`src/rtl/dsp_mac_chan_if.sv`:
```
// Handshake and data bundle for the dsp_mac_chan multiply-accumulate channel.
// The master side offers beats and consumes results; the slave side is the MAC.
interface dsp_mac_chan_if #(
    parameter int AW  = 18,
    parameter int BW  = 18,
    parameter int PW  = 48,
    parameter int NCH = 4
);
    localparam int CW = (NCH > 1) ? $clog2(NCH) : 1;

    // Input beat
    logic                 IN_VALID;
    logic                 IN_READY;
    logic signed [AW-1:0] A;
    logic signed [BW-1:0] B;
    logic signed [BW-1:0] D;
    logic [CW-1:0]        CH;
    logic [2:0]           MODE;
    logic                 LAST;

    // Result
    logic                 OUT_VALID;
    logic                 OUT_READY;
    logic signed [PW-1:0] P;
    logic [CW-1:0]        P_CH;
    logic                 OVF;

    modport master (
        output IN_VALID, A, B, D, CH, MODE, LAST, OUT_READY,
        input  IN_READY, OUT_VALID, P, P_CH, OVF
    );

    modport slave (
        input  IN_VALID, A, B, D, CH, MODE, LAST, OUT_READY,
        output IN_READY, OUT_VALID, P, P_CH, OVF
    );
endinterface

```
`src/rtl/dsp_mac_chan.sv`:
```
// Multi-channel pre-add / multiply / accumulate pipeline.
// S1 registers the beat, S2 the pre-adder, S3 the product, and S4 updates the
// channel accumulator and loads the result register on LAST beats. A single
// stall (result pending and not taken) freezes every stage.
module dsp_mac_chan #(
    parameter int AW  = 18,
    parameter int BW  = 18,
    parameter int PW  = 48,
    parameter int NCH = 4,
    parameter int SAT = 1
) (
    input logic           CLK,
    input logic           RST,
    dsp_mac_chan_if.slave bus
);
    localparam int CW = (NCH > 1) ? $clog2(NCH) : 1;
    localparam int XW = BW + 1;        // pre-adder width
    localparam int MW = AW + BW + 1;   // full product width

    localparam logic signed [PW-1:0] P_MAX = {1'b0, {(PW-1){1'b1}}};
    localparam logic signed [PW-1:0] P_MIN = {1'b1, {(PW-1){1'b0}}};

    // Flow control
    logic stall;
    logic accept;

    // Stage 1: registered beat
    logic                 s1_vld_q;
    logic signed [AW-1:0] s1_a_q;
    logic signed [BW-1:0] s1_b_q;
    logic signed [BW-1:0] s1_d_q;
    logic [CW-1:0]        s1_ch_q;
    logic [2:0]           s1_mode_q;
    logic                 s1_last_q;

    // Stage 2: pre-adder result
    logic                 s2_vld_q;
    logic signed [AW-1:0] s2_a_q;
    logic signed [XW-1:0] s2_pre_q;
    logic [CW-1:0]        s2_ch_q;
    logic                 s2_clr_q;
    logic                 s2_last_q;

    // Stage 3: product
    logic                 s3_vld_q;
    logic signed [MW-1:0] s3_prod_q;
    logic [CW-1:0]        s3_ch_q;
    logic                 s3_clr_q;
    logic                 s3_last_q;

    // Channel state
    logic signed [PW-1:0] acc_q [NCH];
    logic [NCH-1:0]       sticky_q;

    // Result register
    logic                 out_valid_q;
    logic signed [PW-1:0] p_q;
    logic [CW-1:0]        p_ch_q;
    logic                 ovf_q;

    // Combinational datapath
    logic signed [XW-1:0] b_ext;
    logic signed [XW-1:0] d_ext;
    logic signed [XW-1:0] pre_d;
    logic signed [MW-1:0] prod_d;
    logic signed [PW-1:0] prod_ext;
    logic signed [PW-1:0] acc_cur;
    logic                 sticky_cur;
    logic signed [PW-1:0] acc_base;
    logic signed [PW-1:0] sum_raw;
    logic                 ovf;
    logic signed [PW-1:0] acc_d;
    logic                 sticky_d;
    logic                 in_range;
    logic                 acc_we;
    logic                 load_out;

    assign stall        = out_valid_q && !bus.OUT_READY;
    assign accept       = bus.IN_VALID && !stall;
    assign bus.IN_READY = !stall;

    assign bus.OUT_VALID = out_valid_q;
    assign bus.P         = p_q;
    assign bus.P_CH      = p_ch_q;
    assign bus.OVF       = ovf_q;

    // Stage valid bits advance together whenever the pipeline is not stalled
    always_ff @(posedge CLK or posedge RST) begin
        // NOTE: state uses non-blocking assignments so every register samples pre-edge values.
        if (RST) begin
            s1_vld_q <= 1'b0;
            s2_vld_q <= 1'b0;
            s3_vld_q <= 1'b0;
        end else if (!stall) begin
            s1_vld_q <= accept;
            s2_vld_q <= s1_vld_q;
            s3_vld_q <= s2_vld_q;
        end
    end

    // Stage data registers, loaded only behind a valid beat
    // NOTE: datapath registers carry no reset; the valid bits alone qualify them.
    always_ff @(posedge CLK) begin
        if (accept) begin
            s1_a_q    <= bus.A;
            s1_b_q    <= bus.B;
            s1_d_q    <= bus.D;
            s1_ch_q   <= bus.CH;
            s1_mode_q <= bus.MODE;
            s1_last_q <= bus.LAST;
        end
        if (!stall && s1_vld_q) begin
            s2_a_q    <= s1_a_q;
            s2_pre_q  <= pre_d;
            s2_ch_q   <= s1_ch_q;
            s2_clr_q  <= s1_mode_q[2];
            s2_last_q <= s1_last_q;
        end
        if (!stall && s2_vld_q) begin
            s3_prod_q <= prod_d;
            s3_ch_q   <= s2_ch_q;
            s3_clr_q  <= s2_clr_q;
            s3_last_q <= s2_last_q;
        end
    end

    assign b_ext = XW'(s1_b_q);
    assign d_ext = XW'(s1_d_q);

    // Pre-adder at BW+1 bits so D+/-B never wraps
    always_comb begin
        // NOTE: default first so every path assigns and no latch is inferred.
        pre_d = b_ext;
        if (s1_mode_q[0]) begin
            pre_d = s1_mode_q[1] ? (d_ext - b_ext) : (d_ext + b_ext);
        end
    end

    assign prod_d   = MW'(s2_a_q) * MW'(s2_pre_q);
    assign prod_ext = PW'(s3_prod_q);
    assign in_range = int'(s3_ch_q) < NCH;
    assign acc_we   = s3_vld_q && in_range && !stall;
    assign load_out = acc_we && s3_last_q;

    // Select the addressed channel's accumulator and sticky flag
    always_comb begin
        acc_cur    = '0;
        sticky_cur = 1'b0;
        for (int i = 0; i < NCH; i++) begin
            if (int'(s3_ch_q) == i) begin
                acc_cur    = acc_q[i];
                sticky_cur = sticky_q[i];
            end
        end
    end

    // Accumulate with signed-overflow detection and optional clamping
    always_comb begin
        acc_base = s3_clr_q ? '0 : acc_cur;
        sum_raw  = acc_base + prod_ext;
        ovf      = (acc_base[PW-1] == prod_ext[PW-1]) && (sum_raw[PW-1] != acc_base[PW-1]);
        acc_d    = sum_raw;
        if (SAT != 0 && ovf) begin
            acc_d = acc_base[PW-1] ? P_MIN : P_MAX;
        end
        sticky_d = sticky_cur | ovf;
    end

    // Channel accumulators: update on every in-range beat, clear after LAST
    always_ff @(posedge CLK or posedge RST) begin
        if (RST) begin
            for (int i = 0; i < NCH; i++) begin
                acc_q[i] <= '0;
            end
            sticky_q <= '0;
        end else if (acc_we) begin
            for (int i = 0; i < NCH; i++) begin
                if (int'(s3_ch_q) == i) begin
                    acc_q[i]    <= s3_last_q ? '0 : acc_d;
                    sticky_q[i] <= s3_last_q ? 1'b0 : sticky_d;
                end
            end
        end
    end

    // Result register: new LAST result wins over draining the old one
    always_ff @(posedge CLK or posedge RST) begin
        if (RST) begin
            out_valid_q <= 1'b0;
            p_q         <= '0;
            p_ch_q      <= '0;
            ovf_q       <= 1'b0;
        end else if (!stall) begin
            out_valid_q <= load_out;
            if (load_out) begin
                p_q    <= acc_d;
                p_ch_q <= s3_ch_q;
                ovf_q  <= sticky_d;
            end
        end
    end
endmodule
```
`src/flat_wrapper.sv`:
```
// flat-port wrapper written by rule: the top's interface ports become plain ports
module dsp_mac_chan_flat 
#(
    parameter int AW  = 18,
    parameter int BW  = 18,
    parameter int PW  = 48,
    parameter int NCH = 4,
    parameter int SAT = 1
)
  (CLK, RST, bus_IN_VALID, bus_A, bus_B, bus_D, bus_CH, bus_MODE, bus_LAST, bus_OUT_READY, bus_IN_READY, bus_OUT_VALID, bus_P, bus_P_CH, bus_OVF);
  dsp_mac_chan_if #(.AW(AW), .BW(BW), .PW(PW), .NCH(NCH)) bus_i ();
  input logic CLK;
  input logic RST;
  input wire logic [$bits(bus_i.IN_VALID)-1:0] bus_IN_VALID;
  input wire logic [$bits(bus_i.A)-1:0] bus_A;
  input wire logic [$bits(bus_i.B)-1:0] bus_B;
  input wire logic [$bits(bus_i.D)-1:0] bus_D;
  input wire logic [$bits(bus_i.CH)-1:0] bus_CH;
  input wire logic [$bits(bus_i.MODE)-1:0] bus_MODE;
  input wire logic [$bits(bus_i.LAST)-1:0] bus_LAST;
  input wire logic [$bits(bus_i.OUT_READY)-1:0] bus_OUT_READY;
  output wire logic [$bits(bus_i.IN_READY)-1:0] bus_IN_READY;
  output wire logic [$bits(bus_i.OUT_VALID)-1:0] bus_OUT_VALID;
  output wire logic [$bits(bus_i.P)-1:0] bus_P;
  output wire logic [$bits(bus_i.P_CH)-1:0] bus_P_CH;
  output wire logic [$bits(bus_i.OVF)-1:0] bus_OVF;
  assign bus_i.IN_VALID = bus_IN_VALID;
  assign bus_i.A = bus_A;
  assign bus_i.B = bus_B;
  assign bus_i.D = bus_D;
  assign bus_i.CH = bus_CH;
  assign bus_i.MODE = bus_MODE;
  assign bus_i.LAST = bus_LAST;
  assign bus_i.OUT_READY = bus_OUT_READY;
  assign bus_IN_READY = bus_i.IN_READY;
  assign bus_OUT_VALID = bus_i.OUT_VALID;
  assign bus_P = bus_i.P;
  assign bus_P_CH = bus_i.P_CH;
  assign bus_OVF = bus_i.OVF;
  dsp_mac_chan #(.AW(AW), .BW(BW), .PW(PW), .NCH(NCH), .SAT(SAT)) u_core (.CLK(CLK), .RST(RST), .bus(bus_i));
endmodule
```
`config.mk`:
```
export PLATFORM = sky130hd
export DESIGN_NAME = dsp_mac_chan_flat
export DESIGN_NICKNAME = d
export VERILOG_FILES = /design/src/rtl/dsp_mac_chan_if.sv /design/src/rtl/dsp_mac_chan.sv /design/src/flat_wrapper.sv
export SDC_FILE = /design/constraint.sdc
export NUM_CORES = 2
export LEC_CHECK = 0
export CAP_MARGIN = 20
export CELL_PAD_IN_SITES_DETAIL_PLACEMENT = 0
export CELL_PAD_IN_SITES_GLOBAL_PLACEMENT = 1
export CORE_ASPECT_RATIO = 0.8
export CORE_UTILIZATION = 54
export DETAILED_ROUTE_END_ITERATION = 8
export PLACE_DENSITY_LB_ADDON = 0.1
export SYNTH_ARGS = -nofsm -noshare
export SYNTH_HDL_FRONTEND = slang
export SYNTH_SLANG_ARGS = --single-unit
```
`constraint.sdc`:
```
create_clock -name CLK -period 13.35 [get_ports CLK]
set_input_delay 2.67 -clock CLK [delete_from_list [all_inputs] [get_ports CLK]]
set_output_delay 2.67 -clock CLK [all_outputs]
set_load 0.02 [all_outputs]
```
# Yosys cells after proc, flatten, opt, wreduce, memory -nomap -nowiden
# Cells that the tools add are included.
word_totals:
  wordCells: 71
  out_inout_bits: 53
  regBits: 393
  inputBits: 64
classes:
  n_reduce_logical: 15
  n_mul: 1
  addsub: 3
  n_mux: 15
  n_eq_ne: 5
  n_bitwise: 2
ops:
  columns: ["operator", "count"]
  rows:
  - ["2-to-1 mux 48 bit", 8]
  - ["adder 48 x 37 -> 48 bit", 1]
  - ["2-to-1 mux 19 bit", 2]
  - ["multiplier 18 x 19 -> 37 bit", 1]
  - ["adder 18 x 18 -> 19 bit", 1]
  - ["subtractor 18 x 18 -> 19 bit", 1]
  - ["AND reduction 2 bit", 5]
  - ["logical AND 1 bit", 7]
  - ["2-to-1 mux 1 bit", 5]
  - ["equality test 2 bit (second input constant)", 2]
  - ["equality test 2 x 1 -> 1 bit (second input constant)", 1]
  - ["logical NOT 1 bit", 2]
  - ["logical NOT 2 bit", 1]
  - ["equality test 1 bit", 1]
  - ["!= test 1 bit", 1]
  - ["inverter 1 bit", 1]
  - ["bitwise OR 1 bit", 1]

# Depth between registers and ports, before layout
logic_depth:
  word_depth: 11
  depth_mapped: 26

# Least setup slack after synthesis
# OpenSTA, ideal clock, no wires.
synth_timing:
  path_type: "register -> register"
  startpoint: "register u_core.s2_a_q[3]"
  endpoint: "register u_core.s3_prod_q[35] (data pin)"
  stages_incl_launch_ff: 23
  setup_slack_ns: 6.916
  setup_ns: 0.262
  t_arrival_ns: 6.172
  period_less_slack_ns: 6.434
  cell_sequence: "edfxtp_1 -> clkbuf_1 -> clkbuf_1 -> nand2_1 -> fa_1 -> fa_1 -> fa_1 -> inv_1 -> fa_1 -> fa_1 -> inv_1 -> fa_1 -> inv_1 -> ha_1 -> a2111oi_0 -> o21ai_0 -> and2_1 -> o31ai_1 -> nor2b_1 -> o41a_1 -> a21oi_1 -> a21oi_1 -> xor2_1"
synth_via:
  elab_chain_len: 1
synth_lines:
  columns: ["element", "line_no", "source"]
  rows:
  - ["from (decl)", "dsp_mac_chan.sv:38", "logic signed [AW-1:0] s2_a_q;"]
  - ["from (signal assigned)", "dsp_mac_chan.sv:113", "s2_a_q <= s1_a_q;"]
  - ["multiplier 18 x 19 -> 37 bit", "dsp_mac_chan.sv:139", "assign prod_d = MW'(s2_a_q) * MW'(s2_pre_q);"]
  - ["named net u_core.prod_d[35]", "dsp_mac_chan.sv:65", "logic signed [MW-1:0] prod_d;"]
  - ["to (signal assigned)", "dsp_mac_chan.sv:120", "s3_prod_q <= prod_d;"]
  - ["to (decl)", "dsp_mac_chan.sv:46", "logic signed [MW-1:0] s3_prod_q;"]
# The timed path passes the listed nets, and every way through them passes these cells.
# A chain may end at the register's enable or synchronous reset.

# Worst setup path after layout
layout_timing:
  startpoint: "register u_core.s2_a_q[4]"
  endpoint: "register u_core.s3_prod_q[35] (data pin)"
# Same word-level chain as after synthesis.

==> results by group <==
STA
  – Hold violation total from the final report: 0
  – Total setup violations reported at the end of the flow: 0
  – Post-layout minimum cycle time: approximately 7.2 ns
  – Final max-slew violation count: 0
  – Share of the clock period used by the worst path after layout: 0.542
  – Timing-limited maximum frequency: 138 MHz
  – Clock tree skew after final layout: 0.0297 ns
  – RSZ-0062 raised after global routing: no
  – Transition time at the pin with the least slew margin: ~1.1 ns
  – Headroom to the max-slew limit: 0.270
  – Summed negative setup slack over all endpoints: 0 ns

CTS
  – CTS tree: done
  – Cell chosen for the clock root: clkbuf_16
  – Hold buffers post-CTS: 0
  – Bufs on Longest Clock Path: 3
  – Total clock buffers created by CTS: 43
  – Setup Buffers After CTS: 0
  – Number of clock sinks seen by CTS: 393
  – Clock-pin transition on the worst setup and hold timing paths: 0.06 ns
  – Post-CTS resize count: 0
  – Source-to-sink clock delay at the later pin of the worst-skew pair: 0.59 ns
  – Count of H-tree levels built during CTS: 2

Critical path
  – Worst setup path end: u_core.s3_prod_q[35]
  – Critical Path End Type: register
  – Source of the worst register-to-register timing path: u_core.s2_a_q[4]
  – Count of cells along the worst register-to-register path: 20
  – Critical Path Fanout Max: 19
  – Critical Path Source: u_core.s2_a_q[4]
  – Endpoint of the worst register-to-register path: u_core.s3_prod_q[35]
  – Reg2reg setup slack: 6.11 ns
  – Critical Path RT: between 10 and 15 ns
  – Most Frequent Cell on Critical Path: fa_1
  – Worst-path cell chain: nand2_1 -> fa_1 -> fa_1 -> fa_1 -> inv_1 -> fa_1 -> fa_1 -> inv_1 -> fa_1 -> inv_1 -> ha_1 -> a2111oi_0 -> o21ai_0 -> and2_1 -> o31ai_1 -> nor2b_1 -> o41a_1 -> a21oi_1 -> a21oi_1 -> xor2_1
  – Critical Path Slowest Stage Cell: edfxtp_1
  – Data arrival, critical path: 7.56 ns
  – CP Launch Type: register
  – Setup CP Type: register to register
  – Max stage delay on crit path: 0.85 ns

Synthesis
  – Most common flop cell mapped by yosys: dfrtp_1
  – Post-synthesis register bit count: between 300 and 400
  – Per-instance average area after synthesis: a little over 10 um^2
  – Area of the mapped netlist: 32,100 um^2
  – Area share of the leading cell type in the synthesized netlist: 0.217
  – Proportion of synthesized flip-flops having asynchronous set or reset: 0.639
  – Gate count of the mapped netlist: 3,129
  – Dominant cell type by area after synthesis: fa_1
  – Count of flip-flops with a built-in enable after synthesis: 142
  – Syn. warnings: 0
  – Part of the Yosys area used for sequential elements: 0.329
  – Count of unique library cells instantiated by Yosys: 72
  – Syn Nets: 3,701
  – Top area cells in the synthesized netlist: fa_1, dfrtp_1, edfxtp_1, ha_1, nand2_1

Placement
  – Final GP Congestion: 0.877
  – Total of buffers placed on input and output ports: 116
  – Half-perimeter wire length after detailed placement: 59,200 um

Routing
  – Vias: 22,500
  – Wire length on met1: 36,700 um
  – WL per Instance: 20.0 um
  – DRC violation total after the first TritonRoute iteration: 1,771
  – WL met2: 35,500 um
  – Post-route ant nets: 0
  – Count of TritonRoute iterations in the first routing pass: 8
  – Detailed route wirelength on metal3: 5350 um
  – DRC violations left: 6
  – Aggregate routed wire length: a little under 80,000 um
  – Top layer used by detailed routing: met4
  – Detailed-route vias per instance: between 5 and 6

Floorplan
  – Die area: just over 60,000 um^2
  – Starting density of the core: 0.549
  – I/O pins: 117
  – Die width: 274 um
  – Area of the placeable core: 58,400 um^2
  – FP Rows: 79
  – Floorplan die height: 220 um

Final layout
  – Most common cell after layout, fill and taps aside: nand2_1
  – Fraction of final layout cells with drive strength greater than 1: 0.0699
  – Count of filler cells inserted in the layout: 4,925
  – Highest-count cells in the layout ignoring fill and taps: nand2_1, inv_1, fa_1
  – Number of antenna repair diodes: 0
  – Synthesis-to-finish area growth: 9.69%
  – Net count reported at finish: approximately 3,700

Worst hold path
  – Hold crit path type: register to register

Run
  – Max-Cap Viols: 0

Global route
  – Maximum number of pins on one net before global-route repair: 162
  – Number of antenna violations at the first check in global routing: 0
  – Global-route usage over all layers: 0.275
  – Wire length of the first global-routing pass: 128,000 um
  – Via count of the first global-routing pass: 23,100
  – Total congestion overflow: 0

Status
  – Violations in the final reports: design-rule violations
  – Status: complete, but fails checks
==> registers in the layout, indices dropped and copies added (netlist names) <==
signal / count
u_core.s2_pre_q: 19
u_core.s3_ch_q: 2
u_core.s2_ch_q: 2
u_core.s1_a_q: 18
u_core.s2_vld_q: 1
u_core.bus.OVF: 1
u_core.s3_clr_q: 1
u_core.bus.P: 48
u_core.s2_clr_q: 1
u_core.s1_last_q: 1
u_core.s3_vld_q: 1
u_core.s3_prod_q: 37
u_core.s1_vld_q: 1
u_core.s1_b_q: 18
u_core.s3_last_q: 1
u_core.acc_q: 192
u_core.bus.OUT_VALID: 1
u_core.s1_d_q: 18
u_core.s2_last_q: 1
u_core.s1_ch_q: 2
u_core.s1_mode_q: 3
u_core.bus.P_CH: 2
u_core.s2_a_q: 18
u_core.sticky_q: 4
==> synthesized netlist by cell type (50+ instances only) <==
master      n
inv_1     418
nor2b_1    59
and2_1    174
a21oi_1   119
xnor2_1    84
o21ai_0   137
dfrtp_1   251
clkbuf_1  123
mux2_2     50
nor2_1    114
fa_1      347
edfxtp_1  142
nand2_1   458
ha_1      161
o31ai_1   126
==> routing by layer <==
layer  vias up  global-route usage
met5         -                   0
met4         0              0.0700
met3       103              0.0499
met2       647               0.426
met1     11400               0.401
li1      10400                   -
==> worst min-delay path by stage <==
stage	to	start	cells after the start	slack, ns
3_5_place_dp	u_core.s3_clr_q	u_core.s2_clr_q	0	0.40
2_1_floorplan	u_core.s2_a_q[0]	u_core.s1_a_q[0]	0	0.40
4_1_cts	u_core.s2_a_q[14]	u_core.s1_a_q[14]	0	0.42
3_3_place_gp	u_core.s3_last_q	u_core.s2_last_q	0	0.40
5_1_grt	u_core.s3_ch_q[0]	u_core.s2_ch_q[0]	0	0.42
6_report	u_core.s2_a_q[14]	u_core.s1_a_q[14]	0	0.42
==> critical path, delay by kind of cell (launching register included) <==
family / cells / cell delay (ns)
adder cells (fa/ha/maj): 7 / 3.35
AO/OA/AOI/OAI: 6 / 1.95
flip-flops: 1 / 0.85
AND/OR/NAND/NOR: 3 / 0.53
XOR/XNOR: 1 / 0.15
buffers and inverters: 3 / 0.14
==> area by class of cell <==
class | count | area (um^2) | area share
Multi-Input combinational cell | 2165 | 19300 | 0.550
Sequential cell | 393 | 10500 | 0.300
Inverter | 418 | 1580 | 0.0448
Timing Repair Buffer | 137 | 1340 | 0.0380
Clock buffer | 55 | 1160 | 0.0330
Tap cell | 769 | 962 | 0.0274
Clock inverter | 24 | 251 | 0.00715
==> per-stage QoR <==
stage / setup slack [ns] / instances / hold WS (ns) / util / area (um^2)
3_5_place_dp: 6.13 / 3882 / 0.405 / 0.578 / 33800
5_1_grt: 5.63 / 3961 / 0.424 / 0.602 / 35200
2_1_floorplan: 3.78 / 3129 / 0.400 / - / 32100
4_1_cts: 6.12 / 3961 / 0.419 / 0.602 / 35200
6_report: 6.11 / 3961 / 0.417 / 0.602 / 35200
3_3_place_gp: 6.22 / 3881 / 0.400 / 0.578 / 33700
==> cell families (layout without fill, tap and decap cells) <==
kind of cell,after synthesis,in the layout,synth area share
AO/OA/AOI/OAI,524,524,0.105
adder cells (fa/ha/maj),509,509,0.280
multiplexers,103,103,0.0532
XOR/XNOR,106,106,0.0290
flip-flops,393,393,0.329
AND/OR/NAND/NOR,923,923,0.134
buffers and inverters,571,634,0.0693
Power is left out: the tool's default activity adds up to more than one toggle a clock period on the data nets, which glitch-free logic cannot reach.
